[config.mk]
export PLATFORM = sky130hd
export DESIGN_NAME = cache_miss_handler
export DESIGN_NICKNAME = d
export VERILOG_FILES = /design/src/rtl/cache_pkg.sv /design/src/rtl/cmh_sat_counter.sv /design/src/rtl/cache_miss_handler.sv
export SDC_FILE = /design/constraint.sdc
export NUM_CORES = 1
export LEC_CHECK = 0
export ABC_CLOCK_PERIOD_IN_PS = 13200
export CAP_MARGIN = 20
export CELL_PAD_IN_SITES_DETAIL_PLACEMENT = 0
export CELL_PAD_IN_SITES_GLOBAL_PLACEMENT = 1
export CORE_MARGIN = 5
export CORE_UTILIZATION = 39
export CTS_CLUSTER_SIZE = 10
export DETAILED_ROUTE_END_ITERATION = 10
export GPL_TIMING_DRIVEN = 0
export PLACE_DENSITY = 0.92
export SYNTH_ARGS = -nofsm -noshare
export SYNTH_HDL_FRONTEND = slang
export SYNTH_SLANG_ARGS = --single-unit
[constraint.sdc]
create_clock -name clk -period 13.2 [get_ports clk]
set_input_delay 2.64 -clock clk [delete_from_list [all_inputs] [get_ports clk]]
set_output_delay 2.64 -clock clk [all_outputs]
set_load 0.01 [all_outputs]
[src/rtl/cache_pkg.sv]
// Shared types and constants for the cache miss handler.
package cache_pkg;

  localparam int unsigned SIZE_BLOCK_DEF = 32;
  localparam int unsigned BIT_TOTAL_DEF  = 24;
  localparam int unsigned BIT_BYTE_DEF   = $clog2(SIZE_BLOCK_DEF / 8);

  typedef enum logic [2:0] {
    IDLE,
    LOOKUP,
    CHECK,
    MEM_REQ,
    MEM_WAIT,
    FILL,
    RESP
  } cmh_state_t;

  // Word address to byte address: append bit_byte zero bits.
  function automatic logic [63:0] byte_addr(input logic [63:0] word_addr,
                                            input int unsigned bit_byte = BIT_BYTE_DEF);
    return word_addr << bit_byte;
  endfunction

endpackage

[src/rtl/cmh_sat_counter.sv]
// Saturating up-counter used for the optional hit/miss statistics.
module cmh_sat_counter #(
  parameter int unsigned WIDTH = 32
) (
  input  logic             clk,
  input  logic             rst,
  input  logic             inc,
  input  logic             clear,
  output logic [WIDTH-1:0] count
);

  // Count up on inc, stick at all-ones, clear on rst or clear.
  always_ff @(posedge clk or posedge rst) begin
    if (rst) begin
      count <= '0;
    end else if (clear) begin
      count <= '0;
    end else if (inc && (count != '1)) begin
      count <= count + WIDTH'(1);
    end
  end

endmodule

[src/rtl/cache_miss_handler.sv]
// Requester-side controller for cache_ro: looks up a single-word read,
// refills from SDRAM over Avalon-MM on a miss, then returns the word.
// Optional feature macro: CACHE_MISS_HANDLER_STATS_EN adds saturating
// hit/miss counters on ports stat_hits / stat_misses.
module cache_miss_handler
  import cache_pkg::*;
#(
  parameter int unsigned SIZE_BLOCK = SIZE_BLOCK_DEF,
  parameter int unsigned BIT_TOTAL  = BIT_TOTAL_DEF
) (
  input  logic                                        clk,
  input  logic                                        rst,
  input  logic                                        req_valid,
  output logic                                        req_ready,
  input  logic [BIT_TOTAL-1:0]                        req_addr,
  output logic                                        rsp_valid,
  input  logic                                        rsp_ready,
  output logic [SIZE_BLOCK-1:0]                       rsp_data,
  output logic                                        rsp_hit,
  output logic                                        c_en,
  output logic                                        c_wrt,
  output logic [BIT_TOTAL-1:0]                        c_addr,
  output logic [SIZE_BLOCK-1:0]                       c_wdata,
  input  logic [SIZE_BLOCK-1:0]                       c_rdata,
  input  logic                                        c_success,
  output logic                                        avm_read,
  output logic [BIT_TOTAL+$clog2(SIZE_BLOCK/8)-1:0]   avm_address,
  input  logic                                        avm_waitrequest,
  input  logic [SIZE_BLOCK-1:0]                       avm_readdata,
  input  logic                                        avm_readdatavalid
`ifdef CACHE_MISS_HANDLER_STATS_EN
  ,
  output logic [31:0]                                 stat_hits,
  output logic [31:0]                                 stat_misses
`endif
);

  localparam int unsigned BIT_BYTE = $clog2(SIZE_BLOCK / 8);
  localparam int unsigned AVM_W    = BIT_TOTAL + BIT_BYTE;

  cmh_state_t           state;
  logic [BIT_TOTAL-1:0] addr_q;

  // Request FSM; every output is a register updated on the transition into
  // the state that owns it, so it is valid for the whole of that state.
  always_ff @(posedge clk or posedge rst) begin
    if (rst) begin
      state       <= IDLE;
      addr_q      <= '0;
      req_ready   <= 1'b1;
      rsp_valid   <= 1'b0;
      rsp_data    <= '0;
      rsp_hit     <= 1'b0;
      c_en        <= 1'b0;
      c_wrt       <= 1'b0;
      c_addr      <= '0;
      c_wdata     <= '0;
      avm_read    <= 1'b0;
      avm_address <= '0;
    end else begin
      case (state)
        IDLE: begin
          if (req_valid && req_ready) begin
            addr_q    <= req_addr;
            req_ready <= 1'b0;
            c_en      <= 1'b1;
            c_wrt     <= 1'b0;
            c_addr    <= req_addr;
            state     <= LOOKUP;
          end
        end
        LOOKUP: begin
          c_en  <= 1'b0;
          state <= CHECK;
        end
        CHECK: begin
          if (c_success) begin
            rsp_data  <= c_rdata;
            rsp_hit   <= 1'b1;
            rsp_valid <= 1'b1;
            state     <= RESP;
          end else begin
            avm_read    <= 1'b1;
            avm_address <= AVM_W'(byte_addr(64'(addr_q), BIT_BYTE));
            state       <= MEM_REQ;
          end
        end
        MEM_REQ: begin
          if (!avm_waitrequest) begin
            avm_read <= 1'b0;
            // Data may already be returning in the accept cycle.
            if (avm_readdatavalid) begin
              c_en    <= 1'b1;
              c_wrt   <= 1'b1;
              c_addr  <= addr_q;
              c_wdata <= avm_readdata;
              state   <= FILL;
            end else begin
              state <= MEM_WAIT;
            end
          end
        end
        MEM_WAIT: begin
          if (avm_readdatavalid) begin
            c_en    <= 1'b1;
            c_wrt   <= 1'b1;
            c_addr  <= addr_q;
            c_wdata <= avm_readdata;
            state   <= FILL;
          end
        end
        FILL: begin
          c_en      <= 1'b0;
          c_wrt     <= 1'b0;
          rsp_data  <= c_wdata;
          rsp_hit   <= 1'b0;
          rsp_valid <= 1'b1;
          state     <= RESP;
        end
        RESP: begin
          if (rsp_ready) begin
            rsp_valid <= 1'b0;
            req_ready <= 1'b1;
            state     <= IDLE;
          end
        end
        default: begin
          state <= IDLE;
        end
      endcase
    end
  end

`ifdef CACHE_MISS_HANDLER_STATS_EN
  logic check_hit;
  logic check_miss;

  assign check_hit  = (state == CHECK) && c_success;
  assign check_miss = (state == CHECK) && !c_success;

  cmh_sat_counter #(.WIDTH(32)) u_stat_hits (
    .clk   (clk),
    .rst   (rst),
    .inc   (check_hit),
    .clear (1'b0),
    .count (stat_hits)
  );

  cmh_sat_counter #(.WIDTH(32)) u_stat_misses (
    .clk   (clk),
    .rst   (rst),
    .inc   (check_miss),
    .clear (1'b0),
    .count (stat_misses)
  );
`endif

endmodule

# ---- Yosys cells after proc, flatten, opt, wreduce, memory -nomap -nowiden
# Index checks and enable logic that the tools add are counted.
dict set report totals {
  register_bits 145
  in_bits 95
  output_inout_bits 120
  wordCells 80
}
dict set report op_classes {
  eq_ne 12
  mux 33
  bitwise 1
  reduce_logical 22
}
# operator count
set op_table {}
lappend op_table {{case mux 32 bit (2 select lines)} 2}
lappend op_table {{2-to-1 mux 32 bit} 3}
lappend op_table {{2-to-1 mux 24 bit} 3}
lappend op_table {{case mux 24 bit (3 select lines)} 1}
lappend op_table {{case mux 3 bit (7 select lines)} 1}
lappend op_table {{AND reduction 3 bit} 6}
lappend op_table {{2-to-1 mux 3 bit} 5}
lappend op_table {{2-to-1 mux 1 bit} 12}
lappend op_table {{inequality test 2 bit, second input constant} 6}
lappend op_table {{equality test 3 bit, second input constant} 3}
lappend op_table {{case mux 1 bit (4 select lines)} 2}
lappend op_table {{AND reduction 2 bit} 4}
lappend op_table {{nonzero test 2 bit} 4}
lappend op_table {{nonzero test 4 bit} 2}
lappend op_table {{equality test 3 x 2 -> 1 bit, second input constant} 2}
lappend op_table {{case mux 1 bit (2 select lines)} 3}
lappend op_table {{nonzero test 3 bit} 2}
lappend op_table {{AND reduction 4 bit} 1}
lappend op_table {{equality test 3 x 1 -> 1 bit, second input constant} 1}
lappend op_table {{logical NOT 3 bit} 1}
lappend op_table {{case mux 1 bit (3 select lines)} 1}
lappend op_table {{OR reduction 2 bit} 1}
lappend op_table {{logical AND 1 bit} 1}
lappend op_table {{NOT 1 bit} 1}

# ---- Logic depth before layout (Yosys ltp)
# Gate-level depths: netlist of the first run.
dict set report depth {
  ltp_word 4
  depth_mapped 7
  depth_no_buf 4
}

# ---- Least setup slack after synthesis of the first run
# Ideal clock, no wire load.
dict set report synth_timing {
  path_kind {input port to flip-flop}
  start {input port avm_waitrequest}
  end {register c_addr[0]}
  setup_time_ns 0.125
  arrival_ns 3.755
  required_time_ns 13.075
  path_slack_ns 9.320
  stages 5
  n_path_buf 1
  cell_sequence {and3_1 > o21a_1 > a21oi_4 > buf_6 > mux2_4}
}
dict set report synth_between {
  elab_chain_len 2
}
# element line
set synth_rtl {}
lappend synth_rtl {{from (decl)} cache_miss_handler.sv:28} ;# input logic avm_waitrequest,
lappend synth_rtl {{inequality test 2 bit (no line)} -}
lappend synth_rtl {{AND reduction 3 bit (no line)} -}
lappend synth_rtl {{to (signal assigned)} cache_miss_handler.sv:68} ;# c_addr <= req_addr;
lappend synth_rtl {{to (signal assigned)} cache_miss_handler.sv:95} ;# c_addr <= addr_q;
lappend synth_rtl {{to (signal assigned)} cache_miss_handler.sv:107} ;# c_addr <= addr_q;
lappend synth_rtl {{to (decl)} cache_miss_handler.sv:22} ;# output logic [BIT_TOTAL-1:0] c_addr,
# Every way passes these cells.
# A chain may end at the register's enable or synchronous reset.

# ---- Final worst setup path of the first run
dict set report layout_timing {
  start {register req_ready}
  end {output port req_ready}
}
# element line
set layout_lines {}
lappend layout_lines {{from (decl)} cache_miss_handler.sv:14} ;# output logic req_ready,
lappend layout_lines {{from (signal assigned)} cache_miss_handler.sv:50} ;# req_ready <= 1'b1;
lappend layout_lines {{from (signal assigned)} cache_miss_handler.sv:65} ;# req_ready <= 1'b0;
lappend layout_lines {{from (signal assigned)} cache_miss_handler.sv:123} ;# req_ready <= 1'b1;
# No word-level cell between the ends.

==> summary.md, run 1 <==
| Metric | Value |
|---|---|
| Status | complete, no violations |
| Maximum vdd ir drop | 124 uV |
| Fmax achieved | 240 MHz |
| Top post-synthesis cells by area | dfrtp_1 57%, mux2_2 16%, mux2_4 9.5%, mux2i_1 5.2%, o21ai_0 3.3% |
| Number of global-route vias before repair | 4890 |
| I/O pins | 215 |
| DRC viols | 0 |
| Synth Instances | 456 |
| Resized Gates After CTS | 0 |
| Final Max Slew Viols | 0 |
| Yosys warnings | 0 |
| Sequential share of power | 33.3% |
| Power Total | 2330 uW |
| Crit Path Max Fanout | 5 |
| Commonest non-fill, non-tap cell in the layout | clkdlybuf4s50_1 |
| Commonest cells after routing, fill and taps aside | 212 x clkdlybuf4s50_1, 144 x dfrtp_1, 88 x mux2_2 |
| Leakage power | 0.00431 uW |
| Post-synthesis cell area | 6350 um2 |
| H-tree depth | 4 |
| Syn avg cell area | 13.9 um2 |
| Hold Path Class | reg2reg |
| Number of synthesized flops with an enable pin | 0 |
| Setup CP Type | reg2out |
| Final Hold Viols | 0 |
| Layout cells sized above 1 | 26.8% |
| Clock share of power | 21.0% |
| Pwr/cell area | 248 nW/um2 |
| Setup TNS | 0 ps |
| Die Area | 18900 um2 |
| Reg clk slew, reported paths | 60 ps |
| Die width | 138 um |
| Cells along the critical path | clkdlybuf4s50_1 |
| Crit-path slowest cell | dfstp_2 |
| Core area | 15900 um2 |
| Slew Limit Headroom | 48.0% |
| Placer congestion estimate | 0.838 |
| Row Count | 46 |
| Ant diodes | 0 |
| Drt total wl | 16500 um |
| CTS Hold Bufs | 0 |
| CP Capture Type | output port |
| CTS tree | built |
| Internal | 1580 uW |
| Area Overhead vs Synth | 47.7% |
| CP startpoint kind | register |
| First-pass GRT wire length | 26200 um |
| Detail Route Antenna Nets | 0 |
| GRT Overall Usage | 17.9% |
| Vias/cell | 4.88 |
| CTS max path bufs | 2 |
| RSZ-0062 raised after global routing | false |
| CTS root buf | clkbuf_16 |
| Worst-Skew Late Latency | 410 ps |
| Starting Density | 39.8% |
| Worst path bufs/invs | 1 |
| MaxCap Viol Count | 0 |
| Final setup fails | 0 |
| Initial DRC count | 139 |
| Post-synth ARST share | 100% |
| Largest net degree at the start of global routing | 85 |
| Vias after detailed routing | 4479 |
| Psw | 748 uW |
| Synth cell types | 34 |
| GR Overflow Total | 0 |
| Pre-CTS setup slack | 8650 ps |
| CP max stage delay | 570 ps |
| Seq cells post-synth | 145 |
| Sw Ratio | 32.1% |
| Worst-Margin Slew | 780 ps |
| CTS buffer count | 17 |
| Seq/Total Area, Yosys | 57.1% |
| Setup slack after layout | 9030 ps |
| Worst Clk Skew | 6.99 ps |
| Initial antenna violation count | 0 |
| Clk sink count | 145 |
| IO Port Bufs | 212 |
| Pre-antenna DRT Iters | 4 |
| Worst EP required | 10560 ps |
| Synth top area share | 56.7% |
| Min cycle time layout | 4170 ps |
| Post-CTS Setup Bufs | 0 |
| Post-synth top flop | dfrtp_1 |
| Worst EP arrival | 1530 ps |
| Wire per inst | 18.0 um |
| Largest delay contributor family on the critical path | flip-flops |
| Yosys top cell by area | dfrtp_1 |
| Fin nets | 784 |
| Final cycle utilization of the critical path | 31.6% |
| Combinational Power Share | 45.6% |
| DP HPWL | 12600 um |
| Die H | 138 um |
[cell usage after synthesis, types with 2 or more instances]
cell type / n
nor2_1: 3
dfrtp_1: 144
inv_1: 5
mux2_4: 40
o211ai_1: 2
o21ai_0: 42
buf_2: 8
mux2i_1: 33
nand2_1: 40
mux2_2: 88
nor2_2: 2
buf_4: 9
nand3_1: 3
buf_6: 5
nand2b_1: 4
and3_1: 2
a21oi_1: 4
clkbuf_1: 6
[power by group through the flow]
stage | Combinational (uW) | Clock, uW | Sequential [uW]
floorplan | 516 | 0 | 836
global placement | 1050 | 0 | 769
detailed placement | 1080 | 0 | 783
CTS | 1080 | 501 | 777
global route | 1140 | 521 | 805
finish | 1060 | 490 | 776
[routing by layer]
layer  vias up  share of wire (%)  track usage (%)  routed length [um]
li1       2069                  -                -                   -
met1      2260                 39             21.8                6520
met2       119                 53             30.5                8750
met3        31                4.8             3.83                 796
met4         0                2.8             7.87                 470
met5         -                  0                0                   0
[state kept, by name (all words and copies together), names as in the netlist]
signal	cells
c_wdata	32
rsp_valid	1
c_addr	24
state	3
avm_address	24
c_wrt	1
rsp_data	32
addr_q	24
c_en	1
avm_read	1
rsp_hit	1
req_ready	1
[per-stage QoR]
step	utilization (%)	cells	instance area [um2]	hold WS, ps
after floorplan	-	457	6360	492
after global placement	54.9	885	8750	464
after detailed placement	55.1	886	8780	473
after CTS	58.9	918	9390	486
after global routing	58.9	918	9390	517
final	58.9	918	9390	478
[worst paths after layout]
| kind | depth (start not counted) | from | slack [ps] | end |
|---|---|---|---|---|
| setup / recovery | 1 | req_ready$_DFFE_PP1P_ | 9030 | req_ready |
| hold / removal | 2 | rsp_data[13]$_DFFE_PP0P_ | 480 | rsp_data[13]$_DFFE_PP0P_ |
| setup reg to reg | 5 | state[1]$_DFFE_PP0P_ | 11130 | addr_q[0]$_DFFE_PP0P_ |
| hold reg to reg | 2 | rsp_data[13]$_DFFE_PP0P_ | 480 | rsp_data[13]$_DFFE_PP0P_ |
| max in group asynchronous | 3 | rst | 9630 | req_ready$_DFFE_PP1P_ |
| min in group asynchronous | 2 | rst | 2770 | avm_address[14]$_DFFE_PP0P_ |
[logic make-up after synthesis]
group           after synthesis  share of synthesized area, %
simple gates                 58                          4.08
buf+inv                      33                          3.23
mux                         161                          30.3
flops                       145                          57.1
xor+xnor                      1                         0.138
other cells                   1                        0.0590
compound gates               57                          5.10
[final cells by class]
class | instances | area, um2
Tap cell | 216 | 270
Clock buffer | 20 | 447
Sequential cell | 145 | 3630
Buffer | 28 | 186
Timing Repair Buffer | 213 | 2150
Clock inverter | 12 | 158
Fill cell | 1310 | 6560
Inverter | 5 | 23.8
Multi-Input combinational cell | 279 | 2520
No activity file was read; power rests on OpenSTA's default activity.
==> run 2, diff against run 1 <==
--- a/config.mk
+++ b/config.mk
@@ -5,16 +5,16 @@
 export SDC_FILE = /design/constraint.sdc
 export NUM_CORES = 1
 export LEC_CHECK = 0
-export ABC_CLOCK_PERIOD_IN_PS = 13200
+export ABC_CLOCK_PERIOD_IN_PS = 4000
 export CAP_MARGIN = 20
 export CELL_PAD_IN_SITES_DETAIL_PLACEMENT = 0
 export CELL_PAD_IN_SITES_GLOBAL_PLACEMENT = 1
 export CORE_MARGIN = 5
-export CORE_UTILIZATION = 39
+export CORE_UTILIZATION = 36
 export CTS_CLUSTER_SIZE = 10
 export DETAILED_ROUTE_END_ITERATION = 10
 export GPL_TIMING_DRIVEN = 0
-export PLACE_DENSITY = 0.92
+export PLACE_DENSITY = 0.86
 export SYNTH_ARGS = -nofsm -noshare
 export SYNTH_HDL_FRONTEND = slang
 export SYNTH_SLANG_ARGS = --single-unit
==> constraint.sdc (replaced) <==
create_clock -name clk -period 4 [get_ports clk]
set_input_delay 0.8 -clock clk [delete_from_list [all_inputs] [get_ports clk]]
set_output_delay 0.8 -clock clk [all_outputs]
set_load 0.01 [all_outputs]
==> run 2 against run 1 <==
Compared with the run above:
- power grew to 3.3 times the previous value
- critical path type is now in2reg
- non-clock buffer count rose by 2
- die area increased by 7.7%
- first-iteration DRC count decreased by 37%
- combinational power grew to 3.3 times the previous value
- final cell count up 1.2%
- clock-buffer cell count shrank 1
- global-route usage shrank 1.6 points
==> summary.md, run 2 (synthesis results as in run 1) <==
| Metric | Value |
|---|---|
| Vias/cell | 4.77 (-2.2%) |
| Row Count | 48 (+4.3%) |
| Min cycle time layout | 2320 ps |
| Hold Path Depth | 2 (unchanged) |
| Ant diodes | 0 (unchanged) |
| Setup TNS | 0 ps (unchanged) |
| RSZ-0062 raised after global routing | false |
| Pre-antenna DRT Iters | 4 (unchanged) |
| Clk sink count | 145 (unchanged) |
| Worst-Margin Slew | 577 ps (-203 ps) |
| I/O pins | 215 (unchanged) |
| Number of global-route vias before repair | 4907 (+0.35%) |
| Largest delay contributor family on the critical path | buffers and inverters |
| Worst EP required | 4290 ps (-6270 ps) |
| CTS root buf | clkbuf_16 |
| Crit-path slowest cell | clkdlybuf4s50_1 |
| Largest net degree at the start of global routing | 44 (-48%) |
| Worst hold start | rsp_data[25]$_DFFE_PP0P_ |
| Min-Delay Endpoint | rsp_data[25]$_DFFE_PP0P_ |
| RR Endpoint | addr_q[9]$_DFFE_PP0P_ |
| Layout cells sized above 1 | 27.1% (+0.35 points) |
| DRC viols | 0 (unchanged) |
| Finished Core Util | 54.6% (-4.3 points) |
| Setup slack after layout | 1680 ps (-7350 ps) |
| CTS tree | built |
| Power Total | 7710 uW (+230%) |
| GRT Overall Usage | 16.3% (-1.6 points) |
| Final cycle utilization of the critical path | 57.9% |
| Die width | 143 um (+3.8%) |
| Cells along the critical path | clkdlybuf4s50_1, and3_1, o21a_1, a21oi_4, buf_6, mux2_4 |
| Fin nets | 786 (+0.26%) |
| Met3 wire len | 768 um (-3.5%) |
| Die H | 143 um (+3.8%) |
| Fmax achieved | 432 MHz |
| Highest metal used | met4 |
| Drt total wl | 16600 um (+0.44%) |
| M1 WL | 6780 um (+4.0%) |
| Initial antenna violation count | 0 (unchanged) |
| WHS | 484 ps (+5.77 ps) |
| Commonest cells after routing, fill and taps aside | 212 x clkdlybuf4s50_1, 144 x dfrtp_1, 88 x mux2_2 |
| Regs by FF count | c_wdata x32, rsp_data x32 |
| Maximum vdd ir drop | 458 uV (+270%) |
| WL met2 | 8710 um (-0.55%) |
| Status | complete, no violations |
| Die Area | 20400 um2 (+7.7%) |
| Reg clk slew, reported paths | 60 ps (about the same) |
| Starting Density | 36.7% (-3.1 points) |
| GR Overflow Total | 0 (unchanged) |
| Worst Clk Skew | 6.31 ps (-0.684 ps) |
| WP depth | 6 (+5) |
| Final Hold Viols | 0 (unchanged) |
| Wire per inst | 17.9 um (-0.75%) |
| Crit Path Max Fanout | 10 (+5) |
| CTS buffer count | 17 (unchanged) |
| Resized Gates After CTS | 0 (unchanged) |
| Worst path bufs/invs | 2 (+1) |
| H-tree depth | 4 (unchanged) |
| Detail Route Antenna Nets | 0 (unchanged) |
| Vias after detailed routing | 4431 (-1.1%) |
| Setup CP Type | in2reg |
| Initial DRC count | 88 (-37%) |
| Post-CTS Setup Bufs | 0 (unchanged) |
| IO Port Bufs | 212 (unchanged) |
| CTS max path bufs | 2 (unchanged) |
| Leakage power | 0.00433 uW (+0.58%) |
| Worst r2r path cells | 5 (unchanged) |
| Internal reg-to-reg setup slack | 1890 ps (-9240 ps) |
| Pwr/cell area | 817 nW/um2 (+230%) |
| CP max stage delay | 460 ps (-110 ps) |
| DP HPWL | 12900 um (+2.1%) |
| CTS Hold Bufs | 0 (unchanged) |
| CP startpoint kind | primary input |
| Core area | 17300 um2 (+8.5%) |
| Worst-Skew Late Latency | 410 ps (about the same) |
| Final setup fails | 0 (unchanged) |
| First-pass GRT wire length | 26100 um (-0.39%) |
| Hold Path Class | reg2reg |
| Pre-CTS setup slack | 1250 ps (-7390 ps) |
| CP Capture Type | register |
| Worst EP arrival | 2610 ps (+1080 ps) |
| Placer congestion estimate | 0.821 (-2.0%) |
| Commonest non-fill, non-tap cell in the layout | clkdlybuf4s50_1 |
| Reg-to-reg startpoint | state[0]$_DFFE_PP0P_ |
| Slew Limit Headroom | 61.4% (+13 points) |
| Area Overhead vs Synth | 48.6% |
| Final Max Slew Viols | 0 (unchanged) |
| MaxCap Viol Count | 0 (unchanged) |
## run 2: cell types whose count changed in the layout (fill, tap and decap cells not counted), sizes merged
cell,previous run,this run
clkbuf,26,25
clkinvlp,3,2
inv,7,9
buf,23,25
## run 2: cell type report
| class | instances | area, um2 |
|---|---|---|
| clock buffer | 19 | 443 |
| multi-input combinational | 279 | 2520 |
| clock inverter | 13 | 175 |
| buffer | 28 | 186 |
| tap | 225 | 282 |
| fill | 1440 | 7860 |
| inverter | 5 | 22.5 |
| sequential | 145 | 3630 |
| timing repair buffer | 215 | 2180 |
## run 2: power by group
group,internal (uW),switching (uW),leakage (uW)
Clock,1010,637,0.000301
Combinational,2080,1420,0.00222
Sequential,2130,430,0.00181
## run 2: how the worst max path moves through the flow
stage,start,end,slack [ps]
final,avm_waitrequest,c_addr[11]$_DFFE_PP0P_,1680
after global routing,req_valid,addr_q[8]$_DFFE_PP0P_,1610
after CTS,req_ready$_DFFE_PP1P_,req_ready,1670
after detailed placement,c_success,avm_address[2]$_DFFE_PP0P_,1250
after global placement,rst,c_wdata[4]$_DFFE_PP0P_,210
after floorplan,rst,addr_q[0]$_DFFE_PP0P_,1380
## run 2: worst reg2reg max path, stage by stage (launching register included)
cell and delay, ps:
dfrtp_1 460, nor2_2 220, nand2_1 120, nor3b_2 520
buf_4 320, mux2_2 360
## run 2: routing by layer
layer,vias to the layer above,global-route usage (%)
met3,24,3.11
li1,2073,-
met1,2205,20.1
met5,-,0
met4,0,6.20
met2,129,28.3
## run 2: through the flow
| step | instance area (um2) | std cells |
|---|---|---|
| detailed placement | 8820 | 897 |
| CTS | 9440 | 929 |
| finish | 9440 | 929 |
| global placement | 8760 | 894 |
| floorplan | 6360 | 457 |
| global route | 9440 | 929 |
